`config.mk`:
```
export PLATFORM = sky130hd
export DESIGN_NAME = rmii_rx_deframer
export DESIGN_NICKNAME = d
export VERILOG_FILES = /design/src/rtl/rmii_rx_deframer.sv
export SDC_FILE = /design/constraint.sdc
export NUM_CORES = 1
export LEC_CHECK = 0
export CAP_MARGIN = 40
export CELL_PAD_IN_SITES_DETAIL_PLACEMENT = 1
export CELL_PAD_IN_SITES_GLOBAL_PLACEMENT = 1
export CORE_ASPECT_RATIO = 0.7
export CORE_MARGIN = 4
export CORE_UTILIZATION = 42
export CTS_BUF_LIST = sky130_fd_sc_hd__clkbuf_8
export DETAILED_ROUTE_END_ITERATION = 10
export MAX_ROUTING_LAYER = met4
export PLACE_DENSITY = 0.78
export SLEW_MARGIN = 30
export SYNTH_ARGS = -nofsm -noshare
export SYNTH_HDL_FRONTEND = slang
export SYNTH_SLANG_ARGS = --single-unit
```
`constraint.sdc`:
```
create_clock -name clk -period 5.5 [get_ports clk]
set_input_delay 1.1 -clock clk [delete_from_list [all_inputs] [get_ports clk]]
set_output_delay 1.1 -clock clk [all_outputs]
set_load 0.1 [all_outputs]
```
`src/rtl/rmii_rx_deframer.sv`:
```
// RMII receive deframer: strips preamble/SFD from the 100 Mb/s dibit stream
// and emits payload bytes LSB-first, marking the final byte with length/error.
module rmii_rx_deframer #(
  parameter int unsigned MAX_BYTES           = 1522,
  parameter int unsigned PREAMBLE_MIN_DIBITS = 8
) (
  input  logic        clk,
  input  logic        rst,
  input  logic        crsdv,
  input  logic [1:0]  rxd,
  output logic [7:0]  data_o,
  output logic        valid_o,
  output logic        last_o,
  output logic        err_o,
  output logic [10:0] len_o
);

  localparam int unsigned LEN_W   = 11;
  localparam int unsigned PRE_W   = 6;
  localparam int unsigned PRE_SAT = 63;

  typedef enum logic [1:0] {
    S_IDLE,
    S_PREAMBLE,
    S_DATA,
    S_DROP
  } state_e;

  state_e             state_q, state_d;
  logic [PRE_W-1:0]   pre_cnt_q, pre_cnt_d;
  logic [1:0]         dibit_cnt_q, dibit_cnt_d;
  logic [LEN_W-1:0]   byte_cnt_q, byte_cnt_d;
  logic [7:0]         shift_q, shift_d;
  logic [7:0]         held_q, held_d;
  logic               held_vld_q, held_vld_d;
  logic [7:0]         data_q, data_d;
  logic               valid_q, valid_d;
  logic               last_q, last_d;
  logic               err_q, err_d;
  logic [LEN_W-1:0]   len_q, len_d;
  logic [7:0]         new_byte;

  // Merge the incoming dibit into the partially assembled byte.
  always_comb begin
    new_byte = shift_q;
    new_byte[{dibit_cnt_q, 1'b0} +: 2] = rxd;
  end

  // Next-state and output decode.
  always_comb begin
    state_d     = state_q;
    pre_cnt_d   = pre_cnt_q;
    dibit_cnt_d = dibit_cnt_q;
    byte_cnt_d  = byte_cnt_q;
    shift_d     = shift_q;
    held_d      = held_q;
    held_vld_d  = held_vld_q;
    data_d      = data_q;
    valid_d     = 1'b0;
    last_d      = 1'b0;
    err_d       = 1'b0;
    len_d       = len_q;

    unique case (state_q)
      S_IDLE: begin
        if (crsdv) begin
          unique case (rxd)
            2'b00: state_d = S_IDLE;
            2'b01: begin
              state_d   = S_PREAMBLE;
              pre_cnt_d = PRE_W'(1);
            end
            default: state_d = S_DROP;
          endcase
        end
      end

      S_PREAMBLE: begin
        if (!crsdv) begin
          state_d = S_IDLE;
        end else begin
          unique case (rxd)
            2'b01: begin
              if (32'(pre_cnt_q) != PRE_SAT) pre_cnt_d = pre_cnt_q + PRE_W'(1);
            end
            2'b11: begin
              if (32'(pre_cnt_q) >= PREAMBLE_MIN_DIBITS) begin
                state_d     = S_DATA;
                dibit_cnt_d = 2'd0;
                byte_cnt_d  = '0;
                held_vld_d  = 1'b0;
                shift_d     = '0;
              end else begin
                state_d = S_DROP;
              end
            end
            default: state_d = S_DROP;
          endcase
        end
      end

      S_DATA: begin
        if (crsdv) begin
          shift_d     = new_byte;
          dibit_cnt_d = dibit_cnt_q + 2'd1;
          if (dibit_cnt_q == 2'd3) begin
            if (32'(byte_cnt_q) == MAX_BYTES) begin
              // Byte MAX_BYTES+1 arrived: close the frame as oversize.
              data_d     = held_q;
              valid_d    = 1'b1;
              last_d     = 1'b1;
              err_d      = 1'b1;
              len_d      = LEN_W'(MAX_BYTES);
              held_vld_d = 1'b0;
              state_d    = S_DROP;
            end else begin
              if (held_vld_q) begin
                data_d  = held_q;
                valid_d = 1'b1;
              end
              held_d     = new_byte;
              held_vld_d = 1'b1;
              byte_cnt_d = byte_cnt_q + LEN_W'(1);
            end
          end
        end else begin
          if (held_vld_q) begin
            data_d  = held_q;
            valid_d = 1'b1;
            last_d  = 1'b1;
            err_d   = (dibit_cnt_q != 2'd0);
            len_d   = byte_cnt_q;
          end
          held_vld_d  = 1'b0;
          dibit_cnt_d = 2'd0;
          state_d     = S_IDLE;
        end
      end

      S_DROP: begin
        if (!crsdv) state_d = S_IDLE;
      end

      default: state_d = S_DROP;
    endcase
  end

  // State, datapath and output registers with synchronous reset.
  always_ff @(posedge clk) begin
    if (rst) begin
      state_q     <= S_DROP;
      pre_cnt_q   <= '0;
      dibit_cnt_q <= '0;
      byte_cnt_q  <= '0;
      shift_q     <= '0;
      held_q      <= '0;
      held_vld_q  <= 1'b0;
      data_q      <= '0;
      valid_q     <= 1'b0;
      last_q      <= 1'b0;
      err_q       <= 1'b0;
      len_q       <= '0;
    end else begin
      state_q     <= state_d;
      pre_cnt_q   <= pre_cnt_d;
      dibit_cnt_q <= dibit_cnt_d;
      byte_cnt_q  <= byte_cnt_d;
      shift_q     <= shift_d;
      held_q      <= held_d;
      held_vld_q  <= held_vld_d;
      data_q      <= data_d;
      valid_q     <= valid_d;
      last_q      <= last_d;
      err_q       <= err_d;
      len_q       <= len_d;
    end
  end

  assign data_o  = data_q;
  assign valid_o = valid_q;
  assign last_o  = last_q;
  assign err_o   = err_q;
  assign len_o   = len_q;

endmodule

```
==> metrics.md, run 1 <==
| Metric | Value |
|---|---|
| WP data required | 5760 ps |
| Synthesized cell area | 2770 um^2 |
| Period utilization | 59.2% |
| Initial Util | between 40% and 50% |
| Setup violations, final | 0 |
| Final wirelength | 7.97 mm |
| Final Wtd Congestion | 0.851 |
| Clk_lat worst skew | ~340 ps |
| Antenna diodes | 0 |
| Synth top area share | 43.4% |
| Yosys warns | 0 |
| Period minus WS final | 3260 ps |
| Root Buffer | clkbuf_8 |
| Power share of the clock group | between 40% and 50% |
| CTS clk-pin slew, worst paths | 70 ps |
| FP Rows | 24 |
| Congestion Overflow GR | 0 |
| Biggest area consumer among synthesized cells | dfxtp_1 |
| First-pass GRT wire length | 13.3 mm |
| Final hold vios | 0 |
| VDD IR max | about 150 uV |
| Area of the multi-input gates | 1480 um^2 |
| Status | finished clean |
| Via count | 2,521 |
| Seq/Total Area, Yosys | 43.4% |
| Seq cells post-synth | 60 |
| Max-cap viol count | 0 |
| Num ports | 27 |
| Fin nets | 374 |
| Lkg Pwr | between 1 and 1.5 nW |
| Crit end category | register |
| Cell area after layout | 3590 um^2 |
| Syn Inst Count | about 310 |
| Setup TNS Final | 0 ps |
| Vias per std cell | 5.70 |
| Synth area leaders | dfxtp_1, nor2_1, ha_1 |
| Number of I/O port buffers | 26 |
| Die height | 75.9 um |
| Worst Skew | 6.39 ps |
| Post-synth top cells | dfxtp_1, nor2_1, a21oi_1 |
| Synth async-reset ratio | 0% |
| Worst min path class | reg2reg |
| Post-cts repair resize count | 0 |
| Share of layout cells above drive strength 1 | 15.4% |
| 1st-iter DRT viols | about 150 |
| Crit path kind | in2reg |
| Total power | 0.817 mW |
| Synth unique cells | 56 |
| Total GRT Usage | 21.5% |
| Sw Share | 24.5% |
| Critical Path Source Type | primary input |
| Detailed Place HPWL | 5.76 mm |
| Register area | 1200 um^2 |
| Fmax | 0.307 GHz |
| CTS Sinks | 60 |
| Antenna viol nets, final | 0 |
| Pint | 0.617 mW |
| RSZ-0062 raised after global routing | false |
| Pwr/cell area | 227 nW/um^2 |
| Crit path DAT | ~3500 ps |
| Slew HR | 49.3% |
| Fillers | about 730 |
| Net Switching | ~0.20 mW |
| CTS Buffer Depth | 2 |
| CTS Buf Count | 9 |
| Largest net degree at the start of global routing | 46 |
| Die Span X | 105 um |
| Post-DP Area | 3430 um^2 |
| TritonCTS clock tree | yes |
| WL/cell | 18.0 um |
| Slew Limit Fails | 0 |
| Syn_area_per_cell | 8.98 um^2 |
| Max H-tree Level | 3 |
| Pre-antenna DRT Iters | 4 |
| Slew @ Worst Pin | 756 ps |
| Syn_nets | ~320 |
| Vias in the first global route | ~2,600 |
| Area Growth Syn to Fin | 29.9% |
| Die area | 7970 um^2 |
| Buffer count from post-CTS setup fixing | 0 |
| Top_reg_cell synth | dfxtp_1 |
| Cts hold-fix bufs | 0 |
| Logic pwr share | under 10% |
| Crit Path Max Fanout | 12 |
| EDFF count, synth | 0 |
| Count leader, synth | dfxtp_1 |
| # DRC | 0 |
| Sequential power share | between 50% and 60% |
| Core Area | 6310 um^2 |
| Initial antenna violation count | 0 |
## power groups by stage
stage / clock network [mW] / registers, mW / logic (mW)
after floorplan: 0 / 0.449 / 0.0287
after global placement: 0 / 0.449 / 0.0410
after global routing: 0.366 / 0.440 / 0.0467
after CTS: 0.342 / 0.440 / 0.0425
final: 0.335 / 0.440 / 0.0427
after detailed placement: 0 / 0.450 / 0.0421
## cells in the final DEF (no fill, tap or decap), types with 12 or more instances in the layout
master and instances:
nand2_1 17, nor2_1 49, buf_8 22, o21ai_0 16, clkdlybuf4s50_1 26, a22oi_1 12, a21oi_1 20, dfxtp_1 60
inv_1 18
## path summary, 6_finish.rpt
kind                   start  depth (start not counted)            end  slack (ps)
setup / recovery      rxd[0]                          6  byte_cnt_q[5]        2240
hold / removal     held_q[7]                          2      held_q[7]         480
setup reg to reg  state_q[1]                          5      held_q[5]        3040
hold reg to reg    held_q[7]                          2      held_q[7]         480
## sequential cells by signal, summed over array words and instances, names as in the netlist
signal / cells
len_o: 11
byte_cnt_q: 11
shift_q: 8
pre_cnt_q: 6
held_q: 8
state_q: 2
held_vld_q: 1
dibit_cnt_q: 2
data_o: 8
valid_o: 1
err_o: 1
last_o: 1
## stage by stage
stage / hold WS (ps) / std cells / setup slack, ps / utilization (%)
detailed placement: 471 / 426 / 1950 / 54.4
global route: 507 / 442 / 2160 / 57.0
finish: 480 / 442 / 2240 / 57.0
CTS: 480 / 442 / 2260 / 57.0
floorplan: 453 / 308 / 3050 / -
global placement: 467 / 404 / 2030 / 49.1
## metal layers
metal / share of wire (%) / GRT usage (%) / wire length (um)
met2: 45 / 32.1 / 3590
met3: 4.0 / 5.43 / 322
met4: 0.97 / 7.86 / 77
met1: 50 / 28.3 / 3970
met5: 0 / - / 0
## critical path, stage by stage
cell	delay, ps
clkdlybuf4s50_1	680
nand4b_1	240
o21ai_1	320
nand2_1	370
or4_1	600
a21oi_1	200
## layout make-up
class	count	share of cell area [%]
well taps	78	2.71
clock buffers	10	3.83
flip-flops and latches	60	33.4
inverters	15	1.57
multi-input cells	224	41.1
clock inverters	6	0.696
repair buffers	49	16.6
## logic make-up (layout without fill, tap and decap cells)
group                      count (synthesis)  count (layout)  share of synthesized area (%)
and+or+nand+nor                          115             115                           21.1
muxes                                     13              13                           4.84
adders and majority gates                 10              10                           4.52
buffers and inverters                     24              80                           3.30
AOI/OAI and AO/OA                         82              82                           21.5
xor gates and xnor gates                   4               4                           1.27
DFF                                       60              60                           43.4
Power figures use the tool's default switching activity.
==> run 2, diff against run 1 <==
--- a/config.mk
+++ b/config.mk
@@ -10,11 +10,11 @@
 export CELL_PAD_IN_SITES_GLOBAL_PLACEMENT = 1
 export CORE_ASPECT_RATIO = 0.7
 export CORE_MARGIN = 4
-export CORE_UTILIZATION = 42
+export CORE_UTILIZATION = 41
 export CTS_BUF_LIST = sky130_fd_sc_hd__clkbuf_8
 export DETAILED_ROUTE_END_ITERATION = 10
 export MAX_ROUTING_LAYER = met4
-export PLACE_DENSITY = 0.78
+export PLACE_DENSITY = 0.79
 export SLEW_MARGIN = 30
 export SYNTH_ARGS = -nofsm -noshare
 export SYNTH_HDL_FRONTEND = slang
==> constraint.sdc (replaced) <==
create_clock -name clk -period 2.7 [get_ports clk]
set_input_delay 0.54 -clock clk [delete_from_list [all_inputs] [get_ports clk]]
set_output_delay 0.54 -clock clk [all_outputs]
set_load 0.1 [all_outputs]
==> metrics.md, run 2 (synthesis gave the netlist of run 1 again) <==
| Metric | Value |
|---|---|
| Cts hold-fix bufs | 0 |
| Critical Path Source Type | register |
| Pre-antenna DRT Iters | 4 |
| Placed Cells | 429 |
| Fin nets | 364 |
| Core Area | 6400 um^2 |
| Initial Util | 43.3% |
| Setup TNS Final | 0 ps |
| Root Buffer | clkbuf_8 |
| Fin cells | 445 |
| FP Rows | 24 |
| Post-cts repair resize count | 0 |
| CTS Buf Count | 9 |
| Cell area after layout | 3400 um^2 |
| Crit path DAT | 2570 ps |
| Slew @ Worst Pin | 670 ps |
| Status | finished clean |
| Final core utilization | 53.1% |
| Number of I/O port buffers | 26 |
| Setup violations, final | 0 |
| Antenna diodes | 0 |
| TritonCTS clock tree | yes |
| CTS Sinks | 60 |
| Total power | around 2 mW |
| CTS Buffer Depth | 2 |
| Pwr/cell area | 591 nW/um^2 |
| Worst Skew | between 6 and 7 ps |
| Vias in the first global route | 2,527 |
| 1st-iter DRT viols | 185 |
| Detailed Place HPWL | ~5.6 mm |
| First-pass GRT wire length | 13.3 mm |
| Final Wtd Congestion | 0.851 |
| Share of layout cells above drive strength 1 | between 20% and 30% |
| Total GRT Usage | 21.4% |
| Initial antenna violation count | 0 |
| Max H-tree Level | 3 |
| Crit end category | register |
| Slew HR | between 50 and 60% |
| Buffer count from post-CTS setup fixing | 0 |
| Worst slack at placement | roughly 230 ps |
| Die area | 8150 um^2 |
| Num ports | 27 |
| Period utilization | between 80% and 90% |
| Crit Path Max Fanout | 10 |
| Via count | 2,460 |
| Post-DP Area | ~3100 um^2 |
| # DRC | 0 |
| Final wirelength | 7.87 mm |
| VDD IR max | 278 uV |
| RSZ-0062 raised after global routing | false |
| Final setup margin | between 400 and 500 ps |
| Die Span X | ~110 um |
| Hold WS | roughly 500 ps |
| CTS clk-pin slew, worst paths | 70 ps |
| Most common cell after layout, fill and taps aside | dfxtp_1 |
| Period minus WS final | about 2300 ps |
| Die height | 76.7 um |
| Final hold vios | 0 |
| Fmax | 0.438 GHz |
| Worst min path class | reg2reg |
| Largest net degree at the start of global routing | 45 |
| Vias per std cell | around 5.5 |
| Congestion Overflow GR | 0 |
| Fillers | between 700 and 800 |
| Antenna viol nets, final | 0 |
| Worst R2R Setup Slack | 420 ps |
| Area Growth Syn to Fin | 22.8% |
| Lkg Pwr | approximately 1.2 nW |
| Most frequent cells in the layout | dfxtp_1, nor2_1, buf_4 |
| WP data required | 2990 ps |
| WL/cell | 17.7 um |
| Crit path kind | reg2reg |
| Clk_lat worst skew | approximately 350 ps |
| Slew Limit Fails | 0 |
| Max-cap viol count | 0 |
==> run 2: layout make-up <==
cell class	count	area, um^2	share of cell area, %
Tap cell	91	114	3.35
Sequential cell	60	1200	35.4
Timing Repair Buffer	39	303	8.92
Clock inverter	7	124	3.65
Multi-Input combinational cell	224	1470	43.4
Clock buffer	9	124	3.65
Inverter	15	56.3	1.66
==> run 2: routing by layer <==
| layer | share of wire [%] | routed length (um) | GRT usage [%] |
|---|---|---|---|
| met2 | 43 | 3350 | 30.0 |
| met3 | 5.1 | 403 | 6.96 |
| met1 | 51 | 4010 | 29.5 |
| met4 | 1.4 | 109 | 5.56 |
| met5 | 0 | 0 | - |
==> run 2: final timing paths <==
| path | from | end | cells after the start |
|---|---|---|---|
| min | held_q[1] | held_q[1] | 2 |
| max | dibit_cnt_q[0] | byte_cnt_q[5] | 6 |
| max reg2reg | dibit_cnt_q[0] | byte_cnt_q[5] | 6 |
| min reg2reg | held_q[1] | held_q[1] | 2 |
==> run 2: critical path, stage by stage (launching register included) <==
cell and delay (ps):
dfxtp_1 530, ha_1 410, inv_1 120, a31oi_1 320, nor2_1 140, or4_1 550, a21oi_1 150
==> run 2: report_power, final <==
group          switching, mW  internal [mW]  leakage (nW)
clock                  0.394          0.619         0.120
combinational         0.0642         0.0333         0.640
sequential           0.00727          0.889         0.484
total                  0.466           1.54          1.24
==> run 3, diff against run 2 <==
==> constraint.sdc (replaced) <==
create_clock -name clk -period 1.9 [get_ports clk]
set_input_delay 0.38 -clock clk [delete_from_list [all_inputs] [get_ports clk]]
set_output_delay 0.38 -clock clk [all_outputs]
set_load 0.1 [all_outputs]
==> metrics.md, run 3 (synthesis gave the netlist of run 1 again) <==
| Metric | Value |
|---|---|
| Crit-path cells | or3b_4 > or4_4 > a21o_4 > a22oi_1 > nor2_1 |
| Root Buffer | clkbuf_8 |
| Buffers and inverters on the worst path | 0 |
| Die height | 76.7 um |
| Initial Util | 43.3% |
| First-pass GRT wire length | between 10 and 15 mm |
| Setup violations, final | 0 |
| VDD IR max | 781 uV |
| Die area | slightly above 8000 um^2 |
| Most common cell after layout, fill and taps aside | buf_4 |
| Most frequent cells in the layout | buf_4, dfxtp_1, nor2_1 |
| FP Rows | 24 |
| Vias in the first global route | 2,623 |
| Met2 Usage GRT | 32.4% |
| Met3 usage in global routing | 6.63% |
| Crit path kind | reg2reg |
| # DRC | 0 |
| Crit end category | register |
| Critical Path Source Type | register |
| 1st-iter DRT viols | 165 |
| Total GRT Usage | between 20% and 30% |
| Fmax | ~0.54 GHz |
| Number of I/O port buffers | 26 |
| Worst min path class | reg2reg |
| CTS Sinks | 60 |
| Vias per std cell | 5.53 |
| Pwr/cell area | 715 nW/um^2 |
| Initial antenna violation count | 0 |
| Fin nets | 399 |
| Core Area | about 6400 um^2 |
| Antenna diodes | 0 |
| Die Span X | 106 um |
| Via count | 2,652 |
| Antenna viol nets, final | 0 |
| Slew @ Worst Pin | 610 ps |
| Top delay family on crit path | simple AND/OR/NAND/NOR gates |
| Area Growth Syn to Fin | 36.0% |
| Crit path DAT | between 2000 and 2500 ps |
| Hold WS | roughly 480 ps |
| WL/cell | around 18 um |
| TritonCTS clock tree | yes |
| Final setup margin | 43.5 ps |
| Congestion Overflow GR | 0 |
| Share of layout cells above drive strength 1 | 32.6% |
| Fillers | ~760 |
| Setup TNS Final | 0 ps |
| Period minus WS final | 1860 ps |
| CTS Buffer Depth | 2 |
| RSZ-0062 raised after global routing | true |
| Pre-antenna DRT Iters | 5 |
| Slew HR | 59.2% |
| Largest net degree at the start of global routing | 26 |
| Clk_lat worst skew | 340 ps |
| CTS Buf Count | 9 |
| Worst Skew | 11.0 ps |
| Register area | 1210 um^2 |
| GRT met1 Usage | 30.1% |
| Period utilization | 97.7% |
| Num ports | 27 |
| Lkg Pwr | roughly 1.4 nW |
| Detailed Place HPWL | about 6.2 mm |
| Status | finished clean |
| Slowest-stage cell, CP | or4_4 |
| CTS clk-pin slew, worst paths | 70 ps |
| WP data required | 2110 ps |
| Total power | 2.69 mW |
| Final core utilization | roughly three fifths |
| Final wirelength | 8.58 mm |
| Worst slack at placement | -490 ps |
| Crit Path Max Fanout | 6 |
| Max incr delay on CP | around 540 ps |
| Slew Limit Fails | 0 |
| Final Wtd Congestion | between 0.8 and 0.9 |
| Max-cap viol count | 0 |
| Area of the multi-input gates | 1570 um^2 |
| Max H-tree Level | 3 |
| Final hold vios | 0 |
| Gr busiest metal | met2 |
-- run 3: cell count changes in the layout (fill, tap and decap cells not counted), moves of 2 or more --
| cell | change |
|---|---|
| buf_4 | +32 |
| dfxtp_1 | -7 |
| dfxtp_2 | +7 |
| buf_12 | +3 |
| clkdlybuf4s50_1 | -3 |
| clkinv_2 | +3 |
| dlygate4sd2_1 | +3 |
| clkinv_4 | -2 |
| ha_1 | -2 |
| nor3b_1 | -2 |
-- run 3: metal layers --
metal	vias to the layer above	part of all wire, %
met4	0	0.94
met5	-	0
met1	1306	48
met3	8	4.9
met2	70	46
li1	1268	-
-- run 3: report_power, final --
part / leakage [nW] / internal, mW / switching [mW]
Clock: 0.117 / 0.762 / 0.495
Combinational: 0.823 / 0.0601 / 0.0991
Sequential: 0.487 / 1.26 / 0.00836
-- run 3: final timing paths --
path / startpoint / end / slack (ps) / depth (start not counted)
setup reg to reg: byte_cnt_q[10] / len_o[9] / 40 / 5
hold reg to reg: held_q[6] / held_q[6] / 480 / 2
setup / recovery: byte_cnt_q[10] / len_o[9] / 40 / 5
hold / removal: held_q[6] / held_q[6] / 480 / 2
-- run 3: final cells by class --
class	instances	area share [%]
Timing Repair Buffer	74	15.9
Clock inverter	6	2.10
Multi-Input combinational cell	224	41.6
Tap cell	91	3.03
Clock buffer	10	3.66
Sequential cell	60	32.2
Inverter	15	1.50
-- run 3: worst min-delay path: cells and delay by family, from the launching register on --
kind | cells | cell delay (ps)
AOI/OAI and AO/OA | 2 | 130
DFF | 1 | 310
-- run 3: what timing repair did --
item | CTS | global route
gates resized for setup | 11 | 19
pin swaps | 6 | 13
endpoints found under the setup margin | 19 | 30
hold buffers | 0 | 0
buffers inserted | 1 | 3
gates cloned | 0 | 0
-- run 3: through the flow --
stage | cells | instance area (um^2)
2_1_floorplan | 308 | 2770
3_3_place_gp | 460 | 3420
3_5_place_dp | 460 | 3420
4_1_cts | 477 | 3670
5_1_grt | 480 | 3760
6_report | 480 | 3760
